## config.mk

```make
export PLATFORM = sky130hd
export DESIGN_NAME = sha256_msg_sched
export DESIGN_NICKNAME = d
export VERILOG_FILES = /design/src/rtl/sha256_msg_sched.sv
export SDC_FILE = /design/constraint.sdc
export NUM_CORES = 2
export LEC_CHECK = 0
export ABC_AREA = 1
export BUFFER_PORTS_ARGS = -buffer_cell sky130_fd_sc_hd__clkbuf_2
export CORE_MARGIN = 1
export CORE_UTILIZATION = 50
export DETAILED_ROUTE_END_ITERATION = 10
export PLACE_DENSITY = 0.72
export SYNTH_ARGS = -nofsm -noshare
export SYNTH_HDL_FRONTEND = slang
export SYNTH_SLANG_ARGS = --single-unit
```

## constraint.sdc

```tcl
create_clock -name ACLK -period 17.3 [get_ports ACLK]
set_input_delay 1.73 -clock ACLK [delete_from_list [all_inputs] [get_ports ACLK]]
set_output_delay 1.73 -clock ACLK [all_outputs]
set_load 0.02 [all_outputs]
```

## src/rtl/sha256_msg_sched.sv

```systemverilog
// -----------------------------------------------------------------------------
// sha256_msg_sched
//
// SHA-256 message-schedule stage. Software loads the 16 words of a 512-bit
// block (M0..M15) over a simple register bus and writes START. The block then
// streams W_t / K_t for t = 0..NUM_ROUNDS-1 over a valid/ready handshake.
// W_t is produced on the fly in a 16-word sliding window (w_q[0] is W_t,
// w_q[15] is W_{t+15}), so the full 64-word schedule is never stored.
//
// Ports:
//   ACLK, ARST          clock, synchronous active-high reset
//   WRADDR/BYTEEN/WREN/WDATA   register write port (byte enables per byte lane)
//   RDADDR/RDEN/RDATA          register read port, RDATA registered
//   W_OUT/K_OUT/ROUND_IDX      schedule word, round constant and round index
//   OUT_VALID/OUT_READY        output handshake
//   BUSY                       streaming in progress
//   DONE                       sticky, last round accepted
//   IRQ                        DONE && IRQ_ENA, registered (optional)
//
// Register map (offset = ADDR[11:2], block selected by ADDR[15:12]==BASE_SEL):
//   0x00-0x0F M0..M15 (R/W, byte enabled, frozen while BUSY)
//   0x10 CTRL   W: bit0 START, bit1 DONE_CLR, bit2 IRQ_ENA (optional), bit3 ABORT
//   0x11 STATUS RO: bit0 BUSY, bit1 DONE, [13:8] ROUND_IDX
//   0x12 W_OUT  RO
//
// Build option: define SHA256_SCHED_IRQ_EN to add the IRQ port and the
// CTRL.IRQ_ENA bit. Without it CTRL bit2 is ignored and reads 0.
// -----------------------------------------------------------------------------
module sha256_msg_sched #(
    parameter logic [3:0] BASE_SEL   = 4'h5,
    parameter int         NUM_ROUNDS = 64
) (
    input  logic        ACLK,
    input  logic        ARST,
    input  logic [15:0] WRADDR,
    input  logic [3:0]  BYTEEN,
    input  logic        WREN,
    input  logic [31:0] WDATA,
    input  logic [15:0] RDADDR,
    input  logic        RDEN,
    output logic [31:0] RDATA,
    output logic [31:0] W_OUT,
    output logic [31:0] K_OUT,
    output logic [5:0]  ROUND_IDX,
    output logic        OUT_VALID,
    input  logic        OUT_READY,
    output logic        BUSY,
`ifdef SHA256_SCHED_IRQ_EN
    output logic        IRQ,
`endif
    output logic        DONE
);

    localparam logic [9:0] OFF_CTRL   = 10'h010;
    localparam logic [9:0] OFF_STATUS = 10'h011;
    localparam logic [9:0] OFF_WOUT   = 10'h012;
    localparam logic [5:0] LAST_T     = 6'(NUM_ROUNDS - 1);

    localparam logic [31:0] K_ROM [64] = '{
        32'h428a2f98, 32'h71374491, 32'hb5c0fbcf, 32'he9b5dba5,
        32'h3956c25b, 32'h59f111f1, 32'h923f82a4, 32'hab1c5ed5,
        32'hd807aa98, 32'h12835b01, 32'h243185be, 32'h550c7dc3,
        32'h72be5d74, 32'h80deb1fe, 32'h9bdc06a7, 32'hc19bf174,
        32'he49b69c1, 32'hefbe4786, 32'h0fc19dc6, 32'h240ca1cc,
        32'h2de92c6f, 32'h4a7484aa, 32'h5cb0a9dc, 32'h76f988da,
        32'h983e5152, 32'ha831c66d, 32'hb00327c8, 32'hbf597fc7,
        32'hc6e00bf3, 32'hd5a79147, 32'h06ca6351, 32'h14292967,
        32'h27b70a85, 32'h2e1b2138, 32'h4d2c6dfc, 32'h53380d13,
        32'h650a7354, 32'h766a0abb, 32'h81c2c92e, 32'h92722c85,
        32'ha2bfe8a1, 32'ha81a664b, 32'hc24b8b70, 32'hc76c51a3,
        32'hd192e819, 32'hd6990624, 32'hf40e3585, 32'h106aa070,
        32'h19a4c116, 32'h1e376c08, 32'h2748774c, 32'h34b0bcb5,
        32'h391c0cb3, 32'h4ed8aa4a, 32'h5b9cca4f, 32'h682e6ff3,
        32'h748f82ee, 32'h78a5636f, 32'h84c87814, 32'h8cc70208,
        32'h90befffa, 32'ha4506ceb, 32'hbef9a3f7, 32'hc67178f2
    };

    typedef enum logic [0:0] {
        ST_IDLE = 1'b0,
        ST_RUN  = 1'b1
    } state_t;

    // small sigma functions of the schedule recurrence
    function automatic logic [31:0] sig0(input logic [31:0] x);
        return {x[6:0], x[31:7]} ^ {x[17:0], x[31:18]} ^ (x >> 3);
    endfunction

    function automatic logic [31:0] sig1(input logic [31:0] x);
        return {x[16:0], x[31:17]} ^ {x[18:0], x[31:19]} ^ (x >> 10);
    endfunction

    state_t      state_q;
    logic [31:0] m_q [16];
    logic [31:0] m_d [16];
    logic [31:0] w_q [16];
    logic [5:0]  t_q;
    logic [31:0] k_q;
    logic        out_valid_q;
    logic        busy_q;
    logic        done_q;
    logic [31:0] rdata_q;
    logic [31:0] rdata_d;
    logic        irq_ena_q;
`ifdef SHA256_SCHED_IRQ_EN
    logic        irq_q;
`endif

    logic        wr_sel_s;
    logic        rd_sel_s;
    logic [9:0]  wr_off_s;
    logic [9:0]  rd_off_s;
    logic        m_wr_s;
    logic        ctrl_wr_s;
    logic        start_s;
    logic        done_clr_s;
    logic        abort_s;
    logic        accept_s;
    logic [31:0] w_next_s;
    logic [31:0] ctrl_rd_s;
    logic        unused_s;

    // Address bits [1:0] are word-alignment only.
    assign unused_s = ^{WRADDR[1:0], RDADDR[1:0]};

    // Bus decode, handshake and next schedule word
    always_comb begin
        wr_sel_s   = WREN && (WRADDR[15:12] == BASE_SEL);
        rd_sel_s   = RDEN && (RDADDR[15:12] == BASE_SEL);
        wr_off_s   = WRADDR[11:2];
        rd_off_s   = RDADDR[11:2];
        m_wr_s     = wr_sel_s && (wr_off_s[9:4] == 6'h00) && !busy_q;
        ctrl_wr_s  = wr_sel_s && (wr_off_s == OFF_CTRL) && BYTEEN[0];
        // ABORT dominates START when both are written together
        start_s    = ctrl_wr_s && WDATA[0] && !WDATA[3];
        done_clr_s = ctrl_wr_s && WDATA[1];
        abort_s    = ctrl_wr_s && WDATA[3];
        accept_s   = out_valid_q && OUT_READY;
        // W_{t+16} = sig1(W_{t+14}) + W_{t+9} + sig0(W_{t+1}) + W_t
        w_next_s   = sig1(w_q[14]) + w_q[9] + sig0(w_q[1]) + w_q[0];
    end

    // Byte-enabled update of the message registers
    always_comb begin
        m_d = m_q;
        if (m_wr_s) begin
            for (int b = 0; b < 4; b++) begin
                if (BYTEEN[b]) begin
                    m_d[wr_off_s[3:0]][8*b +: 8] = WDATA[8*b +: 8];
                end else begin
                    m_d[wr_off_s[3:0]][8*b +: 8] = m_q[wr_off_s[3:0]][8*b +: 8];
                end
            end
        end else begin
            m_d = m_q;
        end
    end

    // CTRL readback: only IRQ_ENA is readable, and only when it exists
    always_comb begin
`ifdef SHA256_SCHED_IRQ_EN
        ctrl_rd_s = {29'd0, irq_ena_q, 2'd0};
`else
        ctrl_rd_s = 32'd0;
`endif
    end

    // Read mux; RDATA only loads on a selected read
    always_comb begin
        rdata_d = rdata_q;
        if (rd_sel_s) begin
            if (rd_off_s[9:4] == 6'h00) begin
                rdata_d = m_q[rd_off_s[3:0]];
            end else if (rd_off_s == OFF_CTRL) begin
                rdata_d = ctrl_rd_s;
            end else if (rd_off_s == OFF_STATUS) begin
                rdata_d = {18'd0, t_q, 6'd0, done_q, busy_q};
            end else if (rd_off_s == OFF_WOUT) begin
                rdata_d = w_q[0];
            end else begin
                rdata_d = 32'd0;
            end
        end else begin
            rdata_d = rdata_q;
        end
    end

    // Registers, streaming FSM and sliding schedule window
    always_ff @(posedge ACLK) begin
        if (ARST) begin
            state_q     <= ST_IDLE;
            for (int k = 0; k < 16; k++) begin
                m_q[k] <= 32'd0;
                w_q[k] <= 32'd0;
            end
            t_q         <= 6'd0;
            k_q         <= 32'd0;
            out_valid_q <= 1'b0;
            busy_q      <= 1'b0;
            done_q      <= 1'b0;
            rdata_q     <= 32'd0;
            irq_ena_q   <= 1'b0;
`ifdef SHA256_SCHED_IRQ_EN
            irq_q       <= 1'b0;
`endif
        end else begin
            m_q     <= m_d;
            rdata_q <= rdata_d;
`ifdef SHA256_SCHED_IRQ_EN
            if (ctrl_wr_s) begin
                irq_ena_q <= WDATA[2];
            end else begin
                irq_ena_q <= irq_ena_q;
            end
            irq_q <= done_q && irq_ena_q;
`else
            irq_ena_q <= 1'b0;
`endif
            // later assignments below (START, last accept) take precedence
            if (done_clr_s) begin
                done_q <= 1'b0;
            end else begin
                done_q <= done_q;
            end
            case (state_q)
                ST_IDLE: begin
                    if (start_s) begin
                        state_q     <= ST_RUN;
                        for (int k = 0; k < 16; k++) begin
                            w_q[k] <= m_q[k];
                        end
                        t_q         <= 6'd0;
                        k_q         <= K_ROM[0];
                        busy_q      <= 1'b1;
                        done_q      <= 1'b0;
                        out_valid_q <= 1'b1;
                    end else begin
                        state_q <= ST_IDLE;
                    end
                end
                ST_RUN: begin
                    if (abort_s) begin
                        state_q     <= ST_IDLE;
                        out_valid_q <= 1'b0;
                        busy_q      <= 1'b0;
                    end else if (accept_s) begin
                        for (int k = 0; k < 15; k++) begin
                            w_q[k] <= w_q[k+1];
                        end
                        w_q[15] <= w_next_s;
                        if (t_q == LAST_T) begin
                            // t stays at the last index; the next START resets it
                            state_q     <= ST_IDLE;
                            out_valid_q <= 1'b0;
                            busy_q      <= 1'b0;
                            done_q      <= 1'b1;
                        end else begin
                            t_q <= t_q + 6'd1;
                            k_q <= K_ROM[t_q + 6'd1];
                        end
                    end else begin
                        state_q <= ST_RUN;
                    end
                end
                default: begin
                    state_q     <= ST_IDLE;
                    out_valid_q <= 1'b0;
                    busy_q      <= 1'b0;
                end
            endcase
        end
    end

    assign RDATA     = rdata_q;
    assign W_OUT     = w_q[0];
    assign K_OUT     = k_q;
    assign ROUND_IDX = t_q;
    assign OUT_VALID = out_valid_q;
    assign BUSY      = busy_q;
    assign DONE      = done_q;
`ifdef SHA256_SCHED_IRQ_EN
    assign IRQ       = irq_q;
`endif

endmodule

```

# Yosys cells after proc, flatten, opt, wreduce, memory -nomap -nowiden
# Memories as Yosys holds them, arrays and structs flattened.
# Cells that the tools add are included.
[classes] n_addsub=4 multipliers=0 div=0 magnitude_cmp=4 n_eq_ne=13 shifts=0 muxes=103 n_bitwise=40 n_reduce_logical=18
[ops] cell="bitwise mux 512 bit" count=8
[ops] cell="2-to-1 mux 512 bit" count=7
[ops] cell="2-to-1 mux 32 bit" count=47
[ops] cell="demux 32 bit (select 4 bit)" count=4
[ops] cell="binary-select mux 32 bit (select 4 bit)" count=2
[ops] cell="adder 32 bit" count=3
[ops] cell="one-hot mux 32 bit (2 select lines)" count=1
[ops] cell="bitwise XOR 32 bit" count=2
[ops] cell="== test 10 x 5 -> 1 bit, second input constant" count=4
[ops] cell="bitwise OR 1 bit" count=32
[ops] cell="bitwise XOR 32 x 22 -> 32 bit" count=1
[ops] cell="bitwise XOR 32 x 29 -> 32 bit" count=1
[ops] cell="2-to-1 mux 24 bit" count=1
[ops] cell="2-to-1 mux 6 bit" count=4
[ops] cell="2-to-1 mux 1 bit" count=23
[ops] cell="2-to-1 mux 16 bit" count=1
[ops] cell="logical AND 1 bit" count=12
[ops] cell="zero test 6 bit" count=2
[ops] cell="one-hot mux 6 bit (2 select lines)" count=1
[ops] cell="greater-or-equal comparator 5 bit, second input constant" count=2
[ops] cell="NOT 4 -> 5 bit" count=2
[ops] cell="== test 4 x 3 -> 1 bit, second input constant" count=2
[ops] cell="2-to-1 mux 8 bit" count=1
[ops] cell="greater-or-equal comparator 7 bit, second input constant" count=1
[ops] cell="other kinds (12)" count=18
[totals] regBits=585 latch_bits=0 ramBits=512 rom_bits=2048 inputBits=73 out_inout_bits=105 word_cells=206 n_memories=2
[mem_list] name="(no name shown)" depth=64 width=32 read_ports=1 rd_ports_with_merged_regs=0 write_ports=0 line="258" source="k_q <= K_ROM[t_q + 6'd1];"
[mem_list] name="w_q" depth=16 width=32 read_ports=16 rd_ports_with_merged_regs=0 write_ports=16 line="95" source="logic [31:0] w_q [16];"

# Logic depth before layout (Yosys ltp)
[depth] word_depth=16 ltp_mapped=21

# Worst setup path before layout
# Ideal clock, no wire load.
[synth_timing] kind="input-to-reg" from="input WRADDR[4]" to="memory w_q[1][0], enable pin" setup_time_ps=1739 arrival_ps=6619 required_time_ps=15561 setup_slack_ps=8942 path_stages=9 n_path_buf=1 cell_sequence="nor2_4 > nand3_1 > nor2_1 > nand3_1 > nand2_1 > nand2_1 > clkinv_1 > clkbuf_1 > nand2_1"
[synth_lines] item="start, declared" line="35" source="input logic [15:0] WRADDR,"
[synth_lines] item="end, declared" line="95"

# Worst setup path after layout
[layout_timing] from="input RDADDR[2]" to="register rdata_q[21], in the netlist RDATA[21]"
[layout_via] elab_chain_cells=5 elab_cells_between_ends=11
[layout_rtl] item="start, declared" line="39" source="input logic [15:0] RDADDR,"
[layout_rtl] item="NOT 4 -> 5 bit (implied by the code) / == test 10 x 5 -> 1 bit (equally long branches)" line="172, 177"
[layout_rtl] item="binary-select mux 32 bit (select 4 bit) / 2-to-1 mux 32 bit (equally long branches)" line="172, 177"
[layout_rtl] item="2-to-1 mux 32 bit (on tied branches)" line="172, 175"
[layout_rtl] item="2-to-1 mux 32 bit (on tied branches)" line="172, 173"
[layout_rtl] item="2-to-1 mux 32 bit *" line="171" source="if (rd_off_s[9:4] == 6'h00) begin"
[layout_rtl] item="end signal, assigned" line="207" source="rdata_q <= rdata_d;"
[layout_rtl] item="end, declared" line="101" source="logic [31:0] rdata_q;"
# Mark *: on every way between the ends. The rest lies on a longest branch, timed or not. The select of a mux whose other input is x is not followed.
# A chain may end at the register's enable or synchronous reset.

==> metrics.txt <==
status complete, no violations; Rel. slew slack 0.0828; ys flop type dfxtp_1; Final period util 0.357; htree depth 3; final WL 250000 um; Core ar. between 100000 and 150000 um2; Critical Setup Path Class input port to flop; Die Span X ~350 um; routed len/inst 25.7 um; Finish-stage setup viols 0; Setup TNS Final 0 ps; Max FO, Critical Path 41; Netlist cell types 35; WP data arrival about 7000 ps; Synth Register Bits 1097; initial detailed-routing violation count 8681; layout net count 8278; cts repair resizes 0; full die area roughly 120000 um2; Post CTS Setup Buffer Count 0; fraction of registers with async set/reset 0; initial antenna violation count 10; share of the synthesized area in the top cell type 0.257; Placer Congestion approximately 1.0; slack of the worst reg-to-reg path between 10000 and 15000 ps; TritonRoute pass-1 iters 7; max-cap violation count 0; RR Endpoint w_q[3][16]$_SDFFCE_PN0P_; Synth Warn # 0; vias in the first global route 55203; synthesized area per cell slightly above 7 um2; RSZ-0062 raised after global routing no; Final Hold Viols 0; layout cells sized above 1 0.0667; via count slightly below 60000; die height 348 um; CP Capture Type flop; CTS sink cnt approximately 1100; row count between 100 and 150; worst hold slack approximately 500 ps; port buffer count approximately 170; Total GRT Usage 0.402; syn_nets roughly 8400; pwr dens around 95 nW/um2; Reg2Reg Launch Point state_q$_SDFF_PP0_; Critical Path Start RDADDR[2]; Synth area leader edfxtp_1; fin cells around 9700; Post-Syn Area about 60000 um2; CTS tree yes; worst r2r path cells 9; initial core utilization 0.506; max-slew violations 0; Tightest Hold Check Type flop to flop; worst slew pin tran 1380 ps; VDD IR-drop max 0.0836 mV; largest net degree at the start of global routing roughly 200; CTS Buffer Depth 3; cells after synthesis approximately 8200; Pleak 28.7 nW; Vias/cell between 6 and 7; register area share after synthesis 0.453; Post-synth EDFFs ~510; global route overflow 0; hold depth 2; Cells after DPL between 9000 and 10000; CTS root buf clkbuf_16; Final HPWL DP ~160000 um; most frequent cells after synthesis nand2_1, inv_1, a21oi_1; most frequent cell after synthesis nand2_1; beginning of the worst hold path K_OUT[5]$_SDFFE_PP0P_; minimum clock period around 6000 ps; Highest Clock Rate ~160 MHz; total CTS buffers ~110; Synth area leaders edfxtp_1, dfxtp_1, nand2_1, a21oi_1, inv_1; CP required 18000 ps; worst skew pair latency 780 ps; number of I/O pins 178; DRC violation count after routing 0; clock skew about 49 ps; Layout Area Growth over Synthesis 8.84%; global-route wire length before repair around 360000 um; Detail Route Antenna Nets 0; Post-CTS Hold Buffers 0; Startpoint Class input port; Hold EP K_OUT[5]$_SDFFE_PP0P_; clk slew on worst S/H paths about 60 ps
[layout by cell type, fill, tap and decap left out, drive strengths merged]
| cell | n |
|---|---|
| diode | 4 |
| a21oi | 835 |
| buf | 106 |
| clkinv | 42 |
| and2 | 4 |
| dfxtp | 585 |
| nand3 | 377 |
| xnor2 | 64 |
| nand2 | 2764 |
| a21o | 1 |
| o21bai | 2 |
| nand4 | 82 |
| xor2 | 66 |
| o211ai | 155 |
| or2 | 31 |
| inv | 961 |
| nand3b | 4 |
| and3 | 1 |
| clkbuf | 339 |
| ha | 47 |
| nor2 | 369 |
| bufinv | 5 |
| fa | 62 |
| edfxtp | 512 |
| clkinvlp | 2 |
| nor3 | 10 |
| o21ai | 675 |
| o22ai | 95 |
[logic make-up (layout without fill, tap and decap cells)]
group	count (synthesis)	after routing	synth area share
buf+inv	1507	1455	0.0975
other cells	0	4	0
fa+ha+maj	109	109	0.0306
compound gates	1763	1763	0.156
simple gates	3642	3642	0.244
flops	1097	1097	0.453
xor+xnor	130	130	0.0190
[critical path: stages]
cell and delay [ps]:
clkbuf_8 310, inv_2 50, buf_4 290, nor2_4 730
buf_4 630, buf_4 620, clkinv_2 840, buf_4 600
o211ai_1 300, nand2_1 190, nand2_1 110, nand3_1 90
a21oi_1 150
[per-layer routing]
| layer | up-vias | track usage | share of wire |
|---|---|---|---|
| li1 | 26340 | - | - |
| met5 | - | 0 | 0.00054 |
| met1 | 27426 | 0.497 | 0.35 |
| met2 | 4550 | 0.594 | 0.42 |
| met3 | 1142 | 0.125 | 0.14 |
| met4 | 22 | 0.285 | 0.084 |
[cell type report]
class	instances	area, um2
Clock buffer	168	3330
Timing Repair Buffer	277	1700
Sequential cell	1097	27100
Multi-Input combinational cell	5644	27000
Antenna cell	4	10.0
Clock inverter	46	418
Tap cell	1536	1920
Inverter	964	3630
Fill cell	11248	53200
[state kept, by name, indices dropped and copies added, names as in the netlist]
name and cells:
BUSY 1, K_OUT 32, state_q 1, w_q 512, RDATA 32, ROUND_IDX 6
m_q 512, DONE 1
[report_power, final]
group	leakage, nW	switching, W	internal (W)
Sequential	10.0	0.0000416	0.00275
Clock	1.86	0.00111	0.00140
Combinational	16.8	0.000649	0.000227
Total	28.7	0.00180	0.00438
[how the worst max path moves through the flow]
stage / endpoint / slack [ps] / cells after the start
floorplan: w_q[1][0]$_SDFFCE_PN0P_ / 8940 / 9
global placement: w_q[3][16]$_SDFFCE_PN0P_ / 10790 / 13
detailed placement: w_q[3][16]$_SDFFCE_PN0P_ / 10730 / 13
CTS: w_q[3][16]$_SDFFCE_PN0P_ / 11510 / 13
global route: w_q[0][5]$_DFFE_PP_ / 11150 / 13
finish: RDATA[21]$_SDFFE_PP0P_ / 11120 / 13
[per-stage QoR]
stage	setup slack [ps]	total power, W	utilization	cell area, um2
final	11120	0.00618	0.550	65100
after global routing	11150	0.00633	0.550	65100
after CTS	11510	0.00615	0.550	65100
after detailed placement	10730	0.00369	0.519	61300
after global placement	10790	0.00369	0.519	61300
after floorplan	8940	0.00337	-	59800
No activity file was read; power rests on OpenSTA's default activity.
